--- config.mk ---
export PLATFORM = sky130hd
export DESIGN_NAME = score_ctrl
export DESIGN_NICKNAME = d
export VERILOG_FILES = /design/src/rtl/pong_pkg.sv /design/src/rtl/pause_timer.sv /design/src/rtl/score_ctrl.sv
export SDC_FILE = /design/constraint.sdc
export NUM_CORES = 1
export LEC_CHECK = 0
export ABC_AREA = 1
export CORE_UTILIZATION = 61
export CTS_BUF_LIST = sky130_fd_sc_hd__clkbuf_8
export CTS_CLUSTER_DIAMETER = 50
export DETAILED_ROUTE_END_ITERATION = 10
export PLACE_DENSITY = 0.87
export SETUP_SLACK_MARGIN = 0.05
export SYNTH_ARGS = -nofsm -noshare
export SYNTH_HDL_FRONTEND = slang
export SYNTH_SLANG_ARGS = --single-unit
--- constraint.sdc ---
create_clock -name clk -period 3.9 [get_ports clk]
set_clock_uncertainty 0.05 [all_clocks]
set_input_delay 0.78 -clock clk [delete_from_list [all_inputs] [get_ports clk]]
set_output_delay 0.78 -clock clk [all_outputs]
set_load 0.1 [all_outputs]
--- src/rtl/pong_pkg.sv ---
// Shared game constants and state encodings for the pong score/display logic.
package pong_pkg;

  localparam int WIN_SCORE_DEF   = 9;
  localparam int PAUSE_TICKS_DEF = 60;
  localparam int SCORE_W         = 4;
  localparam int CNT_W           = 8;

  typedef enum logic [1:0] {
    ST_IDLE  = 2'd0,
    ST_PAUSE = 2'd1,
    ST_PLAY  = 2'd2,
    ST_OVER  = 2'd3
  } state_t;

  // Identifies a player; also used as the round-robin tie-break priority.
  typedef enum logic {
    PLR_1 = 1'b0,
    PLR_2 = 1'b1
  } player_t;

endpackage

--- src/rtl/pause_timer.sv ---
// Frame-tick countdown between a point (or start) and the next serve.
// done fires combinationally on the tick that moves the count from 1 to 0.
module pause_timer
  import pong_pkg::*;
#(
  parameter int LOAD_VAL = PAUSE_TICKS_DEF
) (
  input  logic clk,
  input  logic reset_n,
  input  logic load,
  input  logic tick,
  output logic done
);

  logic [CNT_W-1:0] r_count;

  // Countdown register: load wins over tick, stops at zero.
  always_ff @(posedge clk or negedge reset_n) begin
    if (!reset_n) begin
      r_count <= '0;
    end else if (load) begin
      // NOTE: non-blocking assignment so every register samples pre-edge values.
      r_count <= CNT_W'(LOAD_VAL);
    end else if (tick && (r_count != '0)) begin
      r_count <= r_count - 1'b1;
    end
  end

  assign done = tick && !load && (r_count == CNT_W'(1));

endmodule

--- src/rtl/score_ctrl.sv ---
// Pong score controller: game FSM, score registers and tie arbiter.
// All outputs are registered; next values come from one combinational block.
module score_ctrl
  import pong_pkg::*;
#(
  parameter int WIN_SCORE   = WIN_SCORE_DEF,
  parameter int PAUSE_TICKS = PAUSE_TICKS_DEF
) (
  input  logic       clk,
  input  logic       reset_n,
  input  logic       start,
  input  logic       point_p1,
  input  logic       point_p2,
  input  logic       tick,
  output logic [3:0] score_p1,
  output logic [3:0] score_p2,
  output logic       serve,
  output logic       serve_dir,
  output logic       playing,
  output logic       game_over
);

  localparam logic [SCORE_W-1:0] WIN = SCORE_W'(WIN_SCORE);

  state_t               r_state;
  logic [SCORE_W-1:0]   r_score_p1;
  logic [SCORE_W-1:0]   r_score_p2;
  logic                 r_serve;
  logic                 r_serve_dir;
  logic                 r_playing;
  logic                 r_game_over;
  player_t              r_prio;

  state_t               w_state_nxt;
  logic [SCORE_W-1:0]   w_score_p1_nxt;
  logic [SCORE_W-1:0]   w_score_p2_nxt;
  logic [SCORE_W-1:0]   w_inc_p1;
  logic [SCORE_W-1:0]   w_inc_p2;
  logic                 w_serve_nxt;
  logic                 w_dir_nxt;
  player_t              w_prio_nxt;
  logic                 w_load;
  logic                 w_award_p1;
  logic                 w_award_p2;
  logic                 w_tick_pause;
  logic                 w_done;

  // Ticks only count down while the FSM is waiting to serve.
  assign w_tick_pause = tick && (r_state == ST_PAUSE);

  // Saturating increments: a score never passes WIN_SCORE and never wraps.
  assign w_inc_p1 = (r_score_p1 < WIN) ? r_score_p1 + 1'b1 : r_score_p1;
  assign w_inc_p2 = (r_score_p2 < WIN) ? r_score_p2 + 1'b1 : r_score_p2;

  pause_timer #(
    .LOAD_VAL (PAUSE_TICKS)
  ) u_pause_timer (
    .clk     (clk),
    .reset_n (reset_n),
    .load    (w_load),
    .tick    (w_tick_pause),
    .done    (w_done)
  );

  // Next-state, next-score, arbitration and serve decisions.
  always_comb begin
    // NOTE: defaults first so no path leaves a signal unassigned (no latch).
    w_state_nxt    = r_state;
    w_score_p1_nxt = r_score_p1;
    w_score_p2_nxt = r_score_p2;
    w_serve_nxt    = 1'b0;
    w_dir_nxt      = r_serve_dir;
    w_prio_nxt     = r_prio;
    w_load         = 1'b0;
    w_award_p1     = 1'b0;
    w_award_p2     = 1'b0;

    case (r_state)
      ST_IDLE, ST_OVER: begin
        if (start) begin
          w_score_p1_nxt = '0;
          w_score_p2_nxt = '0;
          w_load         = 1'b1;
          w_state_nxt    = ST_PAUSE;
        end
      end

      ST_PAUSE: begin
        if (w_done) begin
          w_serve_nxt = 1'b1;
          w_state_nxt = ST_PLAY;
        end
      end

      ST_PLAY: begin
        // A tie goes to whoever was not awarded last; the other pulse is lost.
        if (point_p1 && point_p2) begin
          w_award_p1 = (r_prio == PLR_1);
          w_award_p2 = (r_prio == PLR_2);
        end else begin
          w_award_p1 = point_p1;
          w_award_p2 = point_p2;
        end

        if (w_award_p1) begin
          w_score_p1_nxt = w_inc_p1;
          w_dir_nxt      = 1'b1;
          w_prio_nxt     = PLR_2;
          if (w_inc_p1 == WIN) begin
            w_state_nxt = ST_OVER;
          end else begin
            w_state_nxt = ST_PAUSE;
            w_load      = 1'b1;
          end
        end else if (w_award_p2) begin
          w_score_p2_nxt = w_inc_p2;
          w_dir_nxt      = 1'b0;
          w_prio_nxt     = PLR_1;
          if (w_inc_p2 == WIN) begin
            w_state_nxt = ST_OVER;
          end else begin
            w_state_nxt = ST_PAUSE;
            w_load      = 1'b1;
          end
        end
      end

      default: w_state_nxt = ST_IDLE;
    endcase
  end

  // State and output registers; status flags track the state being entered.
  always_ff @(posedge clk or negedge reset_n) begin
    if (!reset_n) begin
      r_state     <= ST_IDLE;
      r_score_p1  <= '0;
      r_score_p2  <= '0;
      r_serve     <= 1'b0;
      r_serve_dir <= 1'b0;
      r_playing   <= 1'b0;
      r_game_over <= 1'b0;
      r_prio      <= PLR_1;
    end else begin
      r_state     <= w_state_nxt;
      r_score_p1  <= w_score_p1_nxt;
      r_score_p2  <= w_score_p2_nxt;
      r_serve     <= w_serve_nxt;
      r_serve_dir <= w_dir_nxt;
      r_playing   <= (w_state_nxt == ST_PLAY);
      r_game_over <= (w_state_nxt == ST_OVER);
      r_prio      <= w_prio_nxt;
    end
  end

  assign score_p1  = r_score_p1;
  assign score_p2  = r_score_p2;
  assign serve     = r_serve;
  assign serve_dir = r_serve_dir;
  assign playing   = r_playing;
  assign game_over = r_game_over;

endmodule

==> impl_metrics.csv, run 1 <==
group,metric,value,unit
run_status,status,"finished, final reports clean",
sta,period_needed,2.72,ns
worst_setup_path,reg2reg_to,"u_pause_timer.r_count[4]$_DFFE_PN0P_",
sta,maxClockFrequency,367,MHz
grt,grt_overflow_total,0,
floorplanning,start_util,67.8,%
route,highest_layer,"met4",
route,first_pass_iters,4,
route,met1Wirelength,1.26,mm
worst_setup_path,rr_startpoint,"score_p2[0]$_DFFE_PN0P_",
route,wl_met3,96,µm
route,route.detailed.drc,0,
yosys,synth_most_common_cell,"nand2_1",
worst_setup_path,crit_end,"score_p2[3]",
sta,worst_pin_slew,0.991,ns
yosys,syn_avg_cell_area,7.90,µm²
worst_setup_path,crit_start,"score_p2[3]$_DFFE_PN0P_",
yosys,yosys_warnings,0,
cells_and_area,final_layout_size_suffix_gt1_share,16.2,%
floorplanning,rows,16,
worst_setup_path,path_depth,1,
worst_setup_path,path_delay_family,"buffers and inverters",
power,p_leak,0.000798,µW
cts,cts_hold_buf,0,
yosys,synth_ff_type,"dfrtp_1",
floorplanning,io_pins,18,
worst_setup_path,required,3.07,ns
worst_setup_path,path_buf_inv,1,
route,routed_wl,2.83,mm
cells_and_area,nets,212,
cts,htreeDepth,1,
sta,finalHoldViolCount,0,
yosys,synth-seq-area-share,39.4,%
yosys,synth.area.top_cells,"dfrtp_1 39%, nand2_1 8.6%, ha_1 7.2%, nand3_1 6.4%, inv_1 6.4%",
cts,cts_buffer_depth,2,
yosys,synth_top_cells_by_count,"32 x nand2_1, 24 x inv_1, 22 x dfrtp_1",
route,final_antenna_net_count,0,
worst_setup_path,crit_arrival,1.89,ns
yosys,async_flop_share,100,%
sta,setup_viol,0,
grt,grtUsageTotal,26.0,%
worst_setup_path,worstSetupEndpointType,"output pin",
sta,rsz0062_at_grt,"no",
yosys,synth.largest_area_cell,"dfrtp_1",
cells_and_area,antenna_cells,0,
floorplanning,dieArea,2490,µm²
yosys,syn_inst,177,
worst_setup_path,worst_r2r_path_depth,14,
sta,min_period_over_period,69.9,%
grt,antenna_found_initial,0,
yosys,syn_area,1400,µm²
route,vias_per_cell,5.48,
cells_and_area,register_area,551,µm²
route,drt-initial-drc-count,34,
worst_setup_path,slowest_stage,"clkdlybuf4s50_1",
power,power_density,508,nW/µm²
place,portBuffers,17,
cells_and_area,syn2layout_area_growth,18.2,%
yosys,syn-num-nets,191,
floorplanning,die_y,49.9,µm
yosys,synth_edf_count,0,
sta,relSlewSlack,33.7,%
yosys,ys_types,29,
worst_setup_path,start_kind,"register",
cts,cts.sinks,22,
yosys,synth_top_cell_area_share,39.4,%
grt,grt_max_degree,23,
floorplanning,die_x,49.9,µm
route,wire_per_inst,12.6,µm
grt,grt_pass1_wl,4.91,mm
worst_setup_path,regToRegSetupSlack,2.02,ns
worst_setup_path,critical_path_class,"reg -> out",
cts,cts_tree,"built",
cells_and_area,num-fill-cells,134,
min_path,hold_class,"reg -> reg",
place,gp_congestion,0.915,
sta,holdWs,0.494,ns
power,peakVddDrop,0.000466,V
floorplanning,core-area,2060,µm²
yosys,synth_seq_cells,22,
sta,slew_violations,0,
sta,fin_setup_tns,0,ns
worst_setup_path,slowest_delay,1.17,ns
worst_setup_path,cp_max_fo,6,
cts,cts_setup_buffers,0,
cts,ctsResizeCount,0,
worst_setup_path,cp_cell_sequence,"clkdlybuf4s50_1",
flow_run,timing.max_cap.violations,0,
route,vias,1228,
cts,cts.clk_slew.worst_paths,0.08,ns
route,met2WireLength,1.44,mm
cts,cts-buffers-inserted,3,
place,hpwl,2.13,mm
cts,clk_latency,0.26,ns
cts,clockRootBuffer,"clkbuf_8",
cells_and_area,multi_input_area,721,µm²
grt,first_global_vias,1171,
[cells in the final DEF (no fill, tap or decap)]
cell type        instances
xnor2_1                  1
nor2_1                  11
o21ai_2                  1
clkdlybuf4s50_1         17
a31oi_1                  1
clkinv_2                 1
nor4_4                   1
nand3_2                  1
ha_1                     8
or2_1                    1
a21oi_1                  5
a21oi_2                  2
a22oi_1                  1
nand2_4                  1
inv_1                   24
nor2_4                   1
nor2_2                   2
nand2_2                 10
xor2_1                   3
nand3_1                 18
o21ai_1                  6
dfrtp_1                 22
o21ai_0                 10
nand2_1                 32
clkbuf_8                 4
a21boi_1                 1
nand4_1                  2
o22ai_1                  2
a31oi_4                  1
inv_2                    7
[registers in the layout, indices dropped and copies added, names as in the netlist]
signal                 cells
u_pause_timer.r_count      8
score_p1                   4
score_p2                   4
r_state                    2
game_over                  1
playing                    1
r_prio                     1
serve                      1
[per-layer routing]
metal / vias up / GRT usage (%)
li1: 609 / -
met1: 577 / 31.0
met2: 33 / 46.4
met3: 9 / 4.63
met4: 0 / 8.57
met5: - / 0
[worst register-to-register path: stages, from the launching register on]
cell and delay, ns:
dfrtp_1 0.43, inv_1 0.10, ha_1 0.21, nand2_2 0.09
nand2_2 0.07, nand2_1 0.07, nand2_1 0.06, nor2_1 0.11
nand2_1 0.06, nand2_1 0.07, nand2_1 0.06, nand2_1 0.06
nand2_2 0.10, nand2_2 0.12, nand3_1 0.10
[per-stage QoR]
stage	setup slack [ns]	power [µW]	util (%)	area [µm²]	cells
2_1_floorplan	1.53	593	-	1400	177
3_3_place_gp	1.50	649	77.4	1600	220
3_5_place_dp	1.48	671	77.4	1600	220
4_1_cts	1.18	839	80.1	1650	224
5_1_grt	1.15	893	80.1	1650	224
6_report	1.18	839	80.1	1650	224
[power breakdown]
| group | switching (µW) | internal, µW | leakage (µW) | total [µW] |
|---|---|---|---|---|
| sequential | 48.5 | 274 | 0.000286 | 323 |
| combinational | 241 | 111 | 0.000484 | 352 |
| clock | 73.7 | 90.0 | 0.0000288 | 164 |
[logic make-up (layout without fill, tap and decap cells)]
group	after synthesis	after routing	synth area share [%]
flip-flops	22	22	39.4
AND/OR/NAND/NOR	80	80	28.6
XOR/XNOR	4	4	2.51
adder cells (fa/ha/maj)	8	8	7.16
AO/OA/AOI/OAI	30	30	13.3
buffers and inverters	33	53	9.04
[how the worst min path moves through the flow]
stage	startpoint	endpoint	cells past startpoint
detailed placement	r_prio$_DFFE_PN0P_	r_prio$_DFFE_PN0P_	2
finish	r_prio$_DFFE_PN0P_	r_prio$_DFFE_PN0P_	2
global route	r_prio$_DFFE_PN0P_	r_prio$_DFFE_PN0P_	2
CTS	r_prio$_DFFE_PN0P_	r_prio$_DFFE_PN0P_	2
floorplan	reset_n	game_over$_DFF_PN0_	0
global placement	r_prio$_DFFE_PN0P_	r_prio$_DFFE_PN0P_	2
[cell type report]
class	count	share of cell area, %
Multi-Input combinational cell	122	43.6
Sequential cell	22	33.3
Timing Repair Buffer	17	10.3
Inverter	32	7.35
Clock buffer	4	3.33
Tap cell	27	2.05
Note: power is estimated with default switching activity, not from simulation.
==> inputs of run 2 (changes only) <==
--- a/config.mk
+++ b/config.mk
@@ -6,11 +6,11 @@
 export NUM_CORES = 1
 export LEC_CHECK = 0
 export ABC_AREA = 1
-export CORE_UTILIZATION = 61
+export CORE_UTILIZATION = 51
 export CTS_BUF_LIST = sky130_fd_sc_hd__clkbuf_8
 export CTS_CLUSTER_DIAMETER = 50
 export DETAILED_ROUTE_END_ITERATION = 10
-export PLACE_DENSITY = 0.87
+export PLACE_DENSITY = 0.77
 export SETUP_SLACK_MARGIN = 0.05
 export SYNTH_ARGS = -nofsm -noshare
 export SYNTH_HDL_FRONTEND = slang
==> constraint.sdc (replaced) <==
create_clock -name clk -period 2.3 [get_ports clk]
set_clock_uncertainty 0.05 [all_clocks]
set_input_delay 0.46 -clock clk [delete_from_list [all_inputs] [get_ports clk]]
set_output_delay 0.46 -clock clk [all_outputs]
set_load 0.1 [all_outputs]
==> run 2 against run 1 <==
  * Core utilization down 15 points
  * Sequential power is 67% higher
  * Sequential cell count did not move
  * Critical path depth is 6 higher
==> impl_metrics.csv, run 2 (same netlist as run 1, synthesis figures left out) <==
group,metric,value,unit
grt,antenna_found_initial,0,
cells_and_area,register_area,556,µm²
worst_setup_path,worstSetupEndpointType,"register",
sta,finalHoldViolCount,0,
cts,cts-buffers-inserted,3,
grt,grt_busiest_layer,"met2",
cts,ctsResizeCount,0,
grt,grt_overflow_total,0,
run_status,status,"finished, final reports clean",
cells_and_area,max_flop_register,"u_pause_timer.r_count",
power,power_density,862,nW/µm²
grt,grt_max_degree,23,
sta,setup_viol,0,
cells_and_area,multi_input_area,721,µm²
power,p_comb_share,41.8,%
cells_and_area,final_layout_size_suffix_gt1_share,24.7,%
cts,cts_hold_buf,0,
grt,grtUsageTotal,22.0,%
sta,rsz0062_at_grt,"no",
cells_and_area,syn2layout_area_growth,17.2,%
worst_setup_path,rr_startpoint,"r_state[0]$_DFF_PN0_",
power,internal_power,804,µW
power,pwr-share-clk,19.9,%
sta,fin_setup_tns,0,ns
grt,grtUsageMet1,28.1,%
cells_and_area,num-fill-cells,219,
worst_setup_path,reg2reg_to,"score_p1[0]$_DFFE_PN0P_",
sta,maxClockFrequency,524,MHz
worst_setup_path,slowest_stage,"a21oi_1",
power,pwr-share-seq,38.3,%
sta,worst_pin_slew,0.489,ns
worst_setup_path,cp_max_fo,11,
worst_setup_path,required,2.41,ns
cells_and_area,antenna_cells,0,
route,route.detailed.drc,0,
worst_setup_path,path_delay_family,"compound AO/OA/AOI/OAI gates",
place,gp_congestion,0.850,
worst_setup_path,worst_r2r_path_depth,7,
worst_setup_path,crit_arrival,2.02,ns
cells_and_area,largest_reg_flops,8,
sta,period_needed,1.91,ns
floorplanning,dieArea,2950,µm²
cells_and_area,finalNonFillerCells,228,
floorplanning,core-area,2520,µm²
grt,grt_util_met3,3.61,%
route,vias_per_cell,5.26,
sta,min_period_over_period,82.9,%
floorplanning,io_pins,18,
worst_setup_path,path_buf_inv,2,
min_path,hold_class,"in -> async",
worst_setup_path,start_kind,"register",
worst_setup_path,cpMostUsedCell,"inv_1",
power,power.switching,607,µW
place,portBuffers,17,
cells_and_area,final_common_cell,"nand2_1",
cts,cts_buffer_depth,2,
worst_setup_path,cp_cell_sequence,"inv_1 -> ha_1 -> inv_1 -> nand2_1 -> a21oi_1 -> nand4_1 -> o21ai_0",
worst_setup_path,critical_path_class,"reg -> reg",
place,hpwl,2.15,mm
sta,slew_violations,0,
grt,first_global_vias,1097,
route,drt-initial-drc-count,20,
place,dpl.cell_count,224,
flow_run,timing.max_cap.violations,0,
power,p_leak,0.000821,µW
route,final_antenna_net_count,0,
worst_setup_path,slowest_delay,0.42,ns
cells_and_area,final_cell_mix,"32 x nand2_1, 24 x inv_1, 18 x nand3_1, 18 x dfrtp_1, 13 x buf_4",
cts,clockRootBuffer,"clkbuf_8",
cts,cts_setup_buffers,0,
floorplanning,start_util,55.4,%
power,switching_share,43.0,%
cts,cts_tree,"built",
route,first_pass_iters,4,
floorplanning,rows,18,
route,wire_per_inst,12.3,µm
route,vias,1200,
worst_setup_path,regToRegSetupSlack,0.39,ns
cts,clk_latency,0.26,ns
grt,use_met2,37.0,%
cells_and_area,nets,213,
sta,relSlewSlack,67.4,%
cts,cts.sinks,22,
cts,htreeDepth,1,
floorplanning,die_y,54.4,µm
power,peakVddDrop,0.000728,V
floorplanning,die_x,54.4,µm
cts,cts.clk_slew.worst_paths,0.08,ns
grt,grt_pass1_wl,4.59,mm
route,routed_wl,2.79,mm
## run 2: cell types whose count changed in the layout (fill, tap and decap cells not counted)
cell | before | now
dfrtp_2 | 0 | 4
clkdlybuf4s50_1 | 17 | 5
buf_4 | 0 | 13
dfrtp_1 | 22 | 18
## run 2: worst max-delay path by stage
stage | end | depth (start not counted) | slack (ns) | startpoint
after global placement | game_over$_DFF_PN0_ | 7 | 0.38 | tick
after global routing | score_p1[0]$_DFFE_PN0P_ | 7 | 0.23 | r_state[0]$_DFF_PN0_
final | score_p1[0]$_DFFE_PN0P_ | 7 | 0.39 | r_state[0]$_DFF_PN0_
after detailed placement | score_p1[0]$_DFFE_PN0P_ | 7 | 0.28 | point_p1
after CTS | score_p1[0]$_DFFE_PN0P_ | 7 | 0.43 | r_state[0]$_DFF_PN0_
after floorplan | u_pause_timer.r_count[2]$_DFFE_PN0P_ | 14 | 0.27 | score_p1[0]$_DFFE_PN0P_
## run 2: per-layer routing
layer | wire (µm) | vias to the layer above
met5 | 0 | -
met4 | 35 | 0
met3 | 76 | 5
met2 | 1400 | 20
met1 | 1290 | 566
li1 | - | 609
## run 2: cell type report
type	instances	share of cell area, %
multi-input cells	122	44.0
flip-flops and latches	22	33.9
repair buffers	18	9.01
inverters	32	7.41
clock buffers	4	3.36
well taps	30	2.29
## run 2: worst reg2reg max path, stage by stage (launching register included)
cell     delay [ns]
dfrtp_1        0.40
inv_1          0.08
ha_1           0.33
inv_1          0.17
nand2_1        0.07
a21oi_1        0.42
nand4_1        0.14
o21ai_0        0.14
## run 2: per-stage QoR
step / util (%) / total power [µW] / area [µm²] / hold WS (ns) / worst slack, ns
floorplan: - / 1010 / 1400 / 0.114 / 0.265
global placement: 62.7 / 1100 / 1580 / 0.467 / 0.380
detailed placement: 62.7 / 1130 / 1580 / 0.474 / 0.276
CTS: 64.9 / 1420 / 1640 / 0.495 / 0.433
global route: 64.9 / 1500 / 1640 / 0.541 / 0.231
finish: 64.9 / 1410 / 1640 / 0.484 / 0.393
## run 2: power by group through the flow
stage	Clock, µW	Sequential, µW	Combinational (µW)
2_1_floorplan	0	585	421
3_3_place_gp	0	542	560
3_5_place_dp	0	548	585
4_1_cts	288	541	592
5_1_grt	300	551	653
6_report	281	540	590
==> inputs of run 3 (changes only) <==
--- a/config.mk
+++ b/config.mk
@@ -6,11 +6,11 @@
 export NUM_CORES = 1
 export LEC_CHECK = 0
 export ABC_AREA = 1
-export CORE_UTILIZATION = 51
+export CORE_UTILIZATION = 57
 export CTS_BUF_LIST = sky130_fd_sc_hd__clkbuf_8
 export CTS_CLUSTER_DIAMETER = 50
 export DETAILED_ROUTE_END_ITERATION = 10
-export PLACE_DENSITY = 0.77
+export PLACE_DENSITY = 0.82
 export SETUP_SLACK_MARGIN = 0.05
 export SYNTH_ARGS = -nofsm -noshare
 export SYNTH_HDL_FRONTEND = slang
==> constraint.sdc (replaced) <==
create_clock -name clk -period 1.89 [get_ports clk]
set_clock_uncertainty 0.05 [all_clocks]
set_input_delay 0.378 -clock clk [delete_from_list [all_inputs] [get_ports clk]]
set_output_delay 0.378 -clock clk [all_outputs]
set_load 0.1 [all_outputs]
==> run 3 against run 2 <==
  * Clock power rose by 20%
  * Critical endpoint is now u_pause_timer.r_count[5]$_DFFE_PN0P_
  * Maximum frequency rose by 5.7%
  * Critical path depth rose by 6
  * Sequential cell count did not move
  * Largest cell class unchanged
  * Clock-buffer cell count did not move
  * Critical path type unchanged
  * Sequential power rose by 23%
  * Highest routed layer unchanged
  * Cell count rose by 2.6%
  * Register-to-register slack got worse by 0.31 ns
  * Core utilization rose by 21 points
  * Sequential share of layout area fell by 4.6 points
==> impl_metrics.csv, run 3 (same netlist as run 1, synthesis figures left out) <==
group,metric,value,unit
worst_setup_path,worstSetupEndpointType,"register",
floorplanning,die_x,51.5,µm
floorplanning,die_y,51.5,µm
worst_setup_path,slowest_delay,0.51,ns
route,routed_wl,3.48,mm
sta,relSlewSlack,78.6,%
cts,htreeDepth,1,
min_path,hold_class,"in -> async",
power,p_leak,0.000919,µW
place,dpl.cell_count,223,
grt,grt_overflow_total,0,
worst_setup_path,cpMostUsedCell,"nand2_1",
grt,grt_pass1_wl,5.15,mm
sta,min_period_over_period,95.4,%
route,first_pass_iters,4,
cells_and_area,final_layout_size_suffix_gt1_share,40.8,%
place,portBuffers,17,
worst_setup_path,start_kind,"register",
worst_setup_path,path_buf_inv,1,
sta,setup_viol,0,
run_status,status,"finished, final reports clean",
sta,period_needed,1.80,ns
cells_and_area,finalNonFillerCells,234,
cells_and_area,final_common_cell,"nand2_1",
grt,grt_max_degree,23,
power,power.switching,789,µW
cells_and_area,max_flop_register,"u_pause_timer.r_count",
worst_setup_path,cp_cell_sequence,"inv_4 -> ha_4 -> nand2_4 -> nand3_1 -> nand2_1 -> nor2_2 -> nand2_1 -> nand2_1 -> nand2_1 -> nand2_1 -> nand2_2 -> nand2_4 -> nand2_1",
place,place_ws,0.0314,ns
route,vias,1305,
worst_setup_path,crit_arrival,1.89,ns
worst_setup_path,regToRegSetupSlack,0.09,ns
worst_setup_path,critical_path_class,"reg -> reg",
cells_and_area,final_cell_mix,"28 x nand2_1, 18 x inv_1, 14 x nand3_1",
cells_and_area,antenna_cells,0,
grt,grtUsageMet1,31.3,%
cts,cts.sinks,22,
worst_setup_path,rr_startpoint,"score_p1[1]$_DFFE_PN0P_",
grt,antenna_found_initial,0,
route,vias_per_cell,5.58,
floorplanning,core-area,2250,µm²
grt,first_global_vias,1242,
power,p_comb_share,45.0,%
place,gp_congestion,0.891,
worst_setup_path,required,1.98,ns
power,internal_power,1030,µW
sta,final.setup.worst_slack,0.0865,ns
worst_setup_path,slowest_stage,"dfrtp_4",
worst_setup_path,path_delay_family,"simple AND/OR/NAND/NOR gates",
cts,cts_buffer_depth,2,
worst_setup_path,worst_r2r_path_depth,13,
grt,grt_util_met3,3.80,%
route,route.detailed.drc,0,
cells_and_area,largest_reg_flops,8,
place,hpwl,2.28,mm
cts,clk_latency,0.26,ns
sta,rsz0062_at_grt,"yes",
cts,clockRootBuffer,"clkbuf_8",
cells_and_area,nets,221,
power,pwr-share-seq,36.5,%
sta,maxClockFrequency,554,MHz
sta,finalHoldViolCount,0,
floorplanning,rows,17,
power,power_density,936,nW/µm²
power,pwr-share-clk,18.5,%
floorplanning,dieArea,2650,µm²
worst_setup_path,reg2reg_to,"u_pause_timer.r_count[5]$_DFFE_PN0P_",
floorplanning,io_pins,18,
grt,use_met2,46.3,%
sta,slew_violations,0,
grt,grt_busiest_layer,"met2",
cells_and_area,num-fill-cells,123,
power,peakVddDrop,0.000784,V
cells_and_area,syn2layout_area_growth,39.4,%
route,final_antenna_net_count,0,
route,wire_per_inst,14.9,µm
floorplanning,start_util,62.0,%
cts,cts.clk_slew.worst_paths,0.08,ns
cts,cts_tree,"built",
grt,grtUsageTotal,26.2,%
route,drt-initial-drc-count,49,
worst_setup_path,cp_max_fo,5,
cts,cts_hold_buf,0,
sta,worst_pin_slew,0.319,ns
flow_run,timing.max_cap.violations,0,
power,switching_share,43.3,%
cts,cts-buffers-inserted,3,
==> run 3: layout make-up <==
type	count	area, µm²	area share [%]
clock buffers	4	55.1	2.83
inverters	32	126	6.49
multi-input cells	122	802	41.2
flip-flops and latches	22	572	29.4
well taps	28	35.0	1.80
repair buffers	26	358	18.4
==> run 3: metrics by stage <==
stage          TNS (ns)  total power, µW  hold slack [ns]  instance area [µm²]  utilization, %
2_1_floorplan         0             1230           0.0324                 1420               -
6_report              0             1820            0.414                 1950            86.4
3_3_place_gp          0             1370            0.473                 1760            78.0
5_1_grt         -0.0163             1930            0.440                 1950            86.4
3_5_place_dp          0             1410            0.482                 1760            78.0
4_1_cts               0             1740            0.430                 1840            81.5
==> run 3: worst max-delay path by stage <==
stage,from,end,slack [ns],cells after the start
after floorplan,score_p1[1]$_DFFE_PN0P_,u_pause_timer.r_count[2]$_DFFE_PN0P_,0.05,14
after CTS,score_p1[0]$_DFFE_PN0P_,u_pause_timer.r_count[2]$_DFFE_PN0P_,0.08,13
after global routing,u_pause_timer.r_count[0]$_DFFE_PN0P_,u_pause_timer.r_count[5]$_DFFE_PN0P_,-0.02,9
final,score_p1[1]$_DFFE_PN0P_,u_pause_timer.r_count[5]$_DFFE_PN0P_,0.09,13
after global placement,point_p1,playing$_DFF_PN0_,0.06,9
after detailed placement,point_p1,playing$_DFF_PN0_,0.03,9
==> run 3: worst reg2reg max path, cell delays in order (launching register included) <==
cell	delay (ns)
dfrtp_4	0.51
inv_4	0.08
ha_4	0.14
nand2_4	0.06
nand3_1	0.10
nand2_1	0.08
nor2_2	0.08
nand2_1	0.06
nand2_1	0.09
nand2_1	0.06
nand2_1	0.08
nand2_2	0.11
nand2_4	0.11
nand2_1	0.07
==> run 3: per-layer routing <==
layer / wire length, µm / part of all wire, %
met1: 1450 / 42
met2: 1850 / 53
met3: 147 / 4.2
met4: 35 / 1.0
met5: 0 / 0
==> run 3: repair_timing <==
| item | in CTS | in global routing |
|---|---|---|
| endpoints found under the setup margin | 3 | 18 |
| buffers inserted | 3 | 4 |
| resized for setup | 0 | 24 |
| pin swaps | 0 | 9 |
==> run 3: power groups by stage <==
| stage | Sequential, µW | Combinational [µW] | Clock [µW] |
|---|---|---|---|
| global route | 678 | 896 | 356 |
| floorplan | 714 | 512 | 0 |
| finish | 665 | 820 | 338 |
| global placement | 667 | 704 | 0 |
| detailed placement | 673 | 734 | 0 |
| CTS | 664 | 740 | 339 |
==> edit 1: new RTL, flow settings as in run 3 <==
Re-encode `state_t` (4 states) as one-hot, 4 bits wide.
--- a/src/rtl/pong_pkg.sv
+++ b/src/rtl/pong_pkg.sv
@@ -6,11 +6,11 @@
   localparam int SCORE_W         = 4;
   localparam int CNT_W           = 8;
 
-  typedef enum logic [1:0] {
-    ST_IDLE  = 2'd0,
-    ST_PAUSE = 2'd1,
-    ST_PLAY  = 2'd2,
-    ST_OVER  = 2'd3
+  typedef enum logic [3:0] {
+    ST_IDLE  = 4'b0001,
+    ST_PAUSE = 4'b0010,
+    ST_PLAY  = 4'b0100,
+    ST_OVER  = 4'b1000
   } state_t;
 
   // Identifies a player; also used as the round-robin tie-break priority.
Check against the original RTL: same outputs for any inputs over 10 cycles, from zero or initial values and one cycle with reset_n low; not proved beyond that.
==> edit 1 against run 3 <==
The run now ends with setup timing left; maximum frequency decreased by 5.6%; total power down 3.2%; sequential cell count up 2; critical path depth is the same; die area up 7.0%; final area increased by 14%; clock power increased by 37%; wire length up 37%; setup slack got worse by 0.11 ns; synthesized area rose by 7.3%; largest power group is now sequential cells; highest routed layer unchanged.
==> edit 1: results (changes against run 3) <==
* Fraction of power spent switching nets at 38.3% (-5.0 points)
* Met2 wire length at 2.45 mm (+32%)
* Post-synthesis xor/xnor area fraction at 1.75% (-0.76 points)
* First-pass GRT wire length at 6.38 mm (+24%)
* Yosys cell types at 31 (+6.9%)
* Maximum vdd drop at 907 uV (+16%)
* Multi-input gate area at 977 um2 (+22%)
* Gate Count Post-Synth at 190 (+7.3%)
* M1 WL at 1.68 mm (+16%)
* RR Startpoint: score_p1[0]
* Final Worst Setup Slack at -0.0215 ns (-0.108 ns)
* Worst Tran Pin Value at 0.367 ns (+0.0481 ns)
* Share of cells above drive strength 1 at 42.1% (+1.3 points)
* RePlAce Congestion at 0.837 (-6.1%)
* Crit-path max FO at 6 (+1)
* Top cells by count, synth: 39 x nand2_1, 28 x inv_1, 23 x dfrtp_1
* Synth Area in Compound Gates at 8.42% (-4.9 points)
* Routing usage on met1 at 33.3% (+2.0 points)
* Final nets at 234 (+5.9%)
* Wirelength per Cell at 19.0 um (+28%)
* Failing checks: setup timing
* All-Layer GR Usage at 31.9% (+5.7 points)
* Seq/Total Area, Yosys at 40.1% (+0.73 points)
* Status: finished with violations
* Dpl cell area at 1890 um2 (+7.4%)
* Leak pwr at 1.01 nW (+9.8%)
* Synth Area in Adders at 5.00% (-2.2 points)
* Worst path max stage delay at 0.55 ns (+0.04 ns)
* Total number of vias at 1555 (+19%)
* Ranking of synthesized cells by area: dfrtp_1 38%, nand2_1 9.8%, inv_1 7.0%
* Setup-failing EPs final at 4 (+4)
* Post-DP HPWL at 2.78 mm (+22%)
* TNS Setup at -0.0449 ns (-0.0449 ns)
* Largest net degree at the start of global routing at 25 (+8.7%)
* Worst skew pair latency at 0.28 ns (+0.02 ns)
* Fill count at 98 (-20%)
* R2R Path End: u_pause_timer.r_count[7]
* Routed WL at 4.77 mm (+37%)
## edit 1: power by group through the flow
stage                     clock (mW)  sequential [mW]  combinational (mW)
after floorplan                    0            0.653               0.386
after global placement             0            0.656               0.475
after detailed placement           0            0.664               0.511
after CTS                      0.463            0.654               0.522
after global routing           0.480            0.668               0.700
final                          0.464            0.664               0.636
## edit 1: logic make-up after synthesis
family,after synthesis
AOI/OAI and AO/OA,21
xor gates and xnor gates,3
adders and majority gates,6
buffers and inverters,33
DFF,24
and+or+nand+nor,103
## edit 1: cell type report
class                      count  share of cell area [%]
multi-input combinational    133                    44.1
sequential                    24                    28.1
timing repair buffer          27                    16.5
inverter                      33                    6.38
clock buffer                   3                    1.86
tap                           30                    1.69
clock inverter                 1                    1.36
## edit 1: repair_timing
item                       in CTS  in global routing
pin swaps                       7                 17
resized for setup               8                 38
hold endpoints to repair        0                  0
cloned                          0                  0
setup endpoints to repair       8                 19
setup buffers                   3                  6
hold buffers                    0                  0
==> edit 2: new RTL, config.mk and constraints of run 3 <==
Made on the original files. `CNT_W`: 8 -> 10.
--- a/src/rtl/pong_pkg.sv
+++ b/src/rtl/pong_pkg.sv
@@ -4,7 +4,7 @@
   localparam int WIN_SCORE_DEF   = 9;
   localparam int PAUSE_TICKS_DEF = 60;
   localparam int SCORE_W         = 4;
-  localparam int CNT_W           = 8;
+  localparam int CNT_W           = 10;
 
   typedef enum logic [1:0] {
     ST_IDLE  = 2'd0,
Function: no difference found for any inputs over 10 cycles, from zero or initial values and one cycle with reset_n low; that may be too few to reach the edited logic, so the function may still have changed.
==> edit 2 against run 3 <==
Total power decreased by 8.3%; wire length increased by 11%; sequential cell count increased by 2; critical path depth unchanged; non-clock buffer count unchanged; final area increased by 9.6%; final cell count increased by 13%; synthesized area increased by 14%; sequential share of layout area decreased by 0.22 points; global-route usage decreased by 0.92 points; setup slack got worse by 0.0076 ns; synthesized cell count increased by 16%; largest power group unchanged.
==> edit 2: results (changes against run 3) <==
* Leak pwr at 1.01 nW (+10%)
* Grt met3 use at 4.64% (+0.84 points)
* RePlAce Congestion at 0.779 (-13%)
* Cts repair resizes at 0 (unchanged)
* Number of global-route vias before repair at 1263 (+1.7%)
* All-Layer GR Usage at 25.3% (-0.92 points)
* Post-synthesis xor/xnor area fraction at 1.65% (-0.86 points)
* Pre-CTS WS at 0.0100 ns (-0.0214 ns)
* PortBufs at 17 (unchanged)
* DR WL met3 at 144 um (-2.0%)
* Seq cells at 24 (+9.1%)
* Comb_multi_in at 145 (+19%)
* Top_reg_cell synth: dfrtp_1
* Routing usage on met1 at 30.2% (-1.0 points)
* Comb pwr at 702 uW (-14%)
* Placement Rows at 18 (+1)
* Fill count at 152 (+24%)
* Sw Pwr at 700 uW (-11%)
* Sequential cell area share at 29.1% (-0.22 points)
* Post-DP HPWL at 2.63 mm (+15%)
* Seq/Total Area, Yosys at 37.6% (-1.7 points)
* Status: finished clean
* Ranking of synthesized cells by area: dfrtp_1 38%, nand2_1 10%, inv_1 6.4%
* Postcts setup bufs at 2 (-1)
* Inverters excl. clock at 35 (+9.4%)
* Met2 wire length at 2.00 mm (+8.0%)
* Yosys cell types at 25 (-14%)
* Syn Nets at 219 (+15%)
* Fraction of area in multi-input gates at 43.6% (+2.4 points)
* Hold slack at 0.409 ns (-0.00505 ns)
* First-pass GRT wire length at 5.33 mm (+3.5%)
* Synth Area in Adders at 6.27% (-0.89 points)
* Largest net degree at the start of global routing at 25 (+8.7%)
* Setup crit start: score_p2[0]
* Max reg flops at 10 (+2)
* Grt total ovfl at 0 (unchanged)
* Buffering overhead at 16.8% (-1.6 points)
* Mean number of vias per cell at 5.56 (-0.22%)
* R2R Path End: game_over
* M2 GR Usage at 45.4% (-0.94 points)
* Dpl cell area at 1960 um2 (+12%)
* Fraction of power spent switching nets at 41.9% (-1.4 points)
* Maximum vdd drop at 884 uV (+13%)
* M1 WL at 1.63 mm (+13%)
* Worst path max stage delay at 0.47 ns (-0.04 ns)
* Synth Area in Compound Gates at 9.49% (-3.8 points)
* Share of cells above drive strength 1 at 40.6% (-0.18 points)
* Slew headroom at 72.0% (-6.5 points)
* Final-layout clock-cell area share at 2.11% (-0.72 points)
* Wirelength per Cell at 14.6 um (-2.0%)
-- edit 2: cell types whose count changed after synthesis, moves of 4 or more --
cell	delta
nor2_2	+4
a21oi_1	+4
o21ai_1	-4
nand2_4	+4
nand2_1	+12
-- edit 2: stage by stage --
step	cells	utilization [%]	TNS [ns]
global placement	255	76.5	0
CTS	261	78.8	0
floorplan	205	-	0
global route	264	83.1	-0.158
detailed placement	255	76.5	0
finish	264	83.1	0
-- edit 2: logic make-up after synthesis --
logic type,after synthesis
flops,24
simple gates,106
compound gates,28
buf+inv,36
fa+ha+maj,8
xor+xnor,3
-- edit 2: worst max path at each step --
stage / endpoint / slack, ns / cells after the start
floorplan: u_pause_timer.r_count[4] / 0.04 / 14
global placement: u_pause_timer.r_count[5] / 0.11 / 9
detailed placement: u_pause_timer.r_count[5] / 0.01 / 9
CTS: u_pause_timer.r_count[4] / 0.05 / 12
global route: u_pause_timer.r_count[4] / -0.04 / 13
finish: game_over / 0.08 / 13
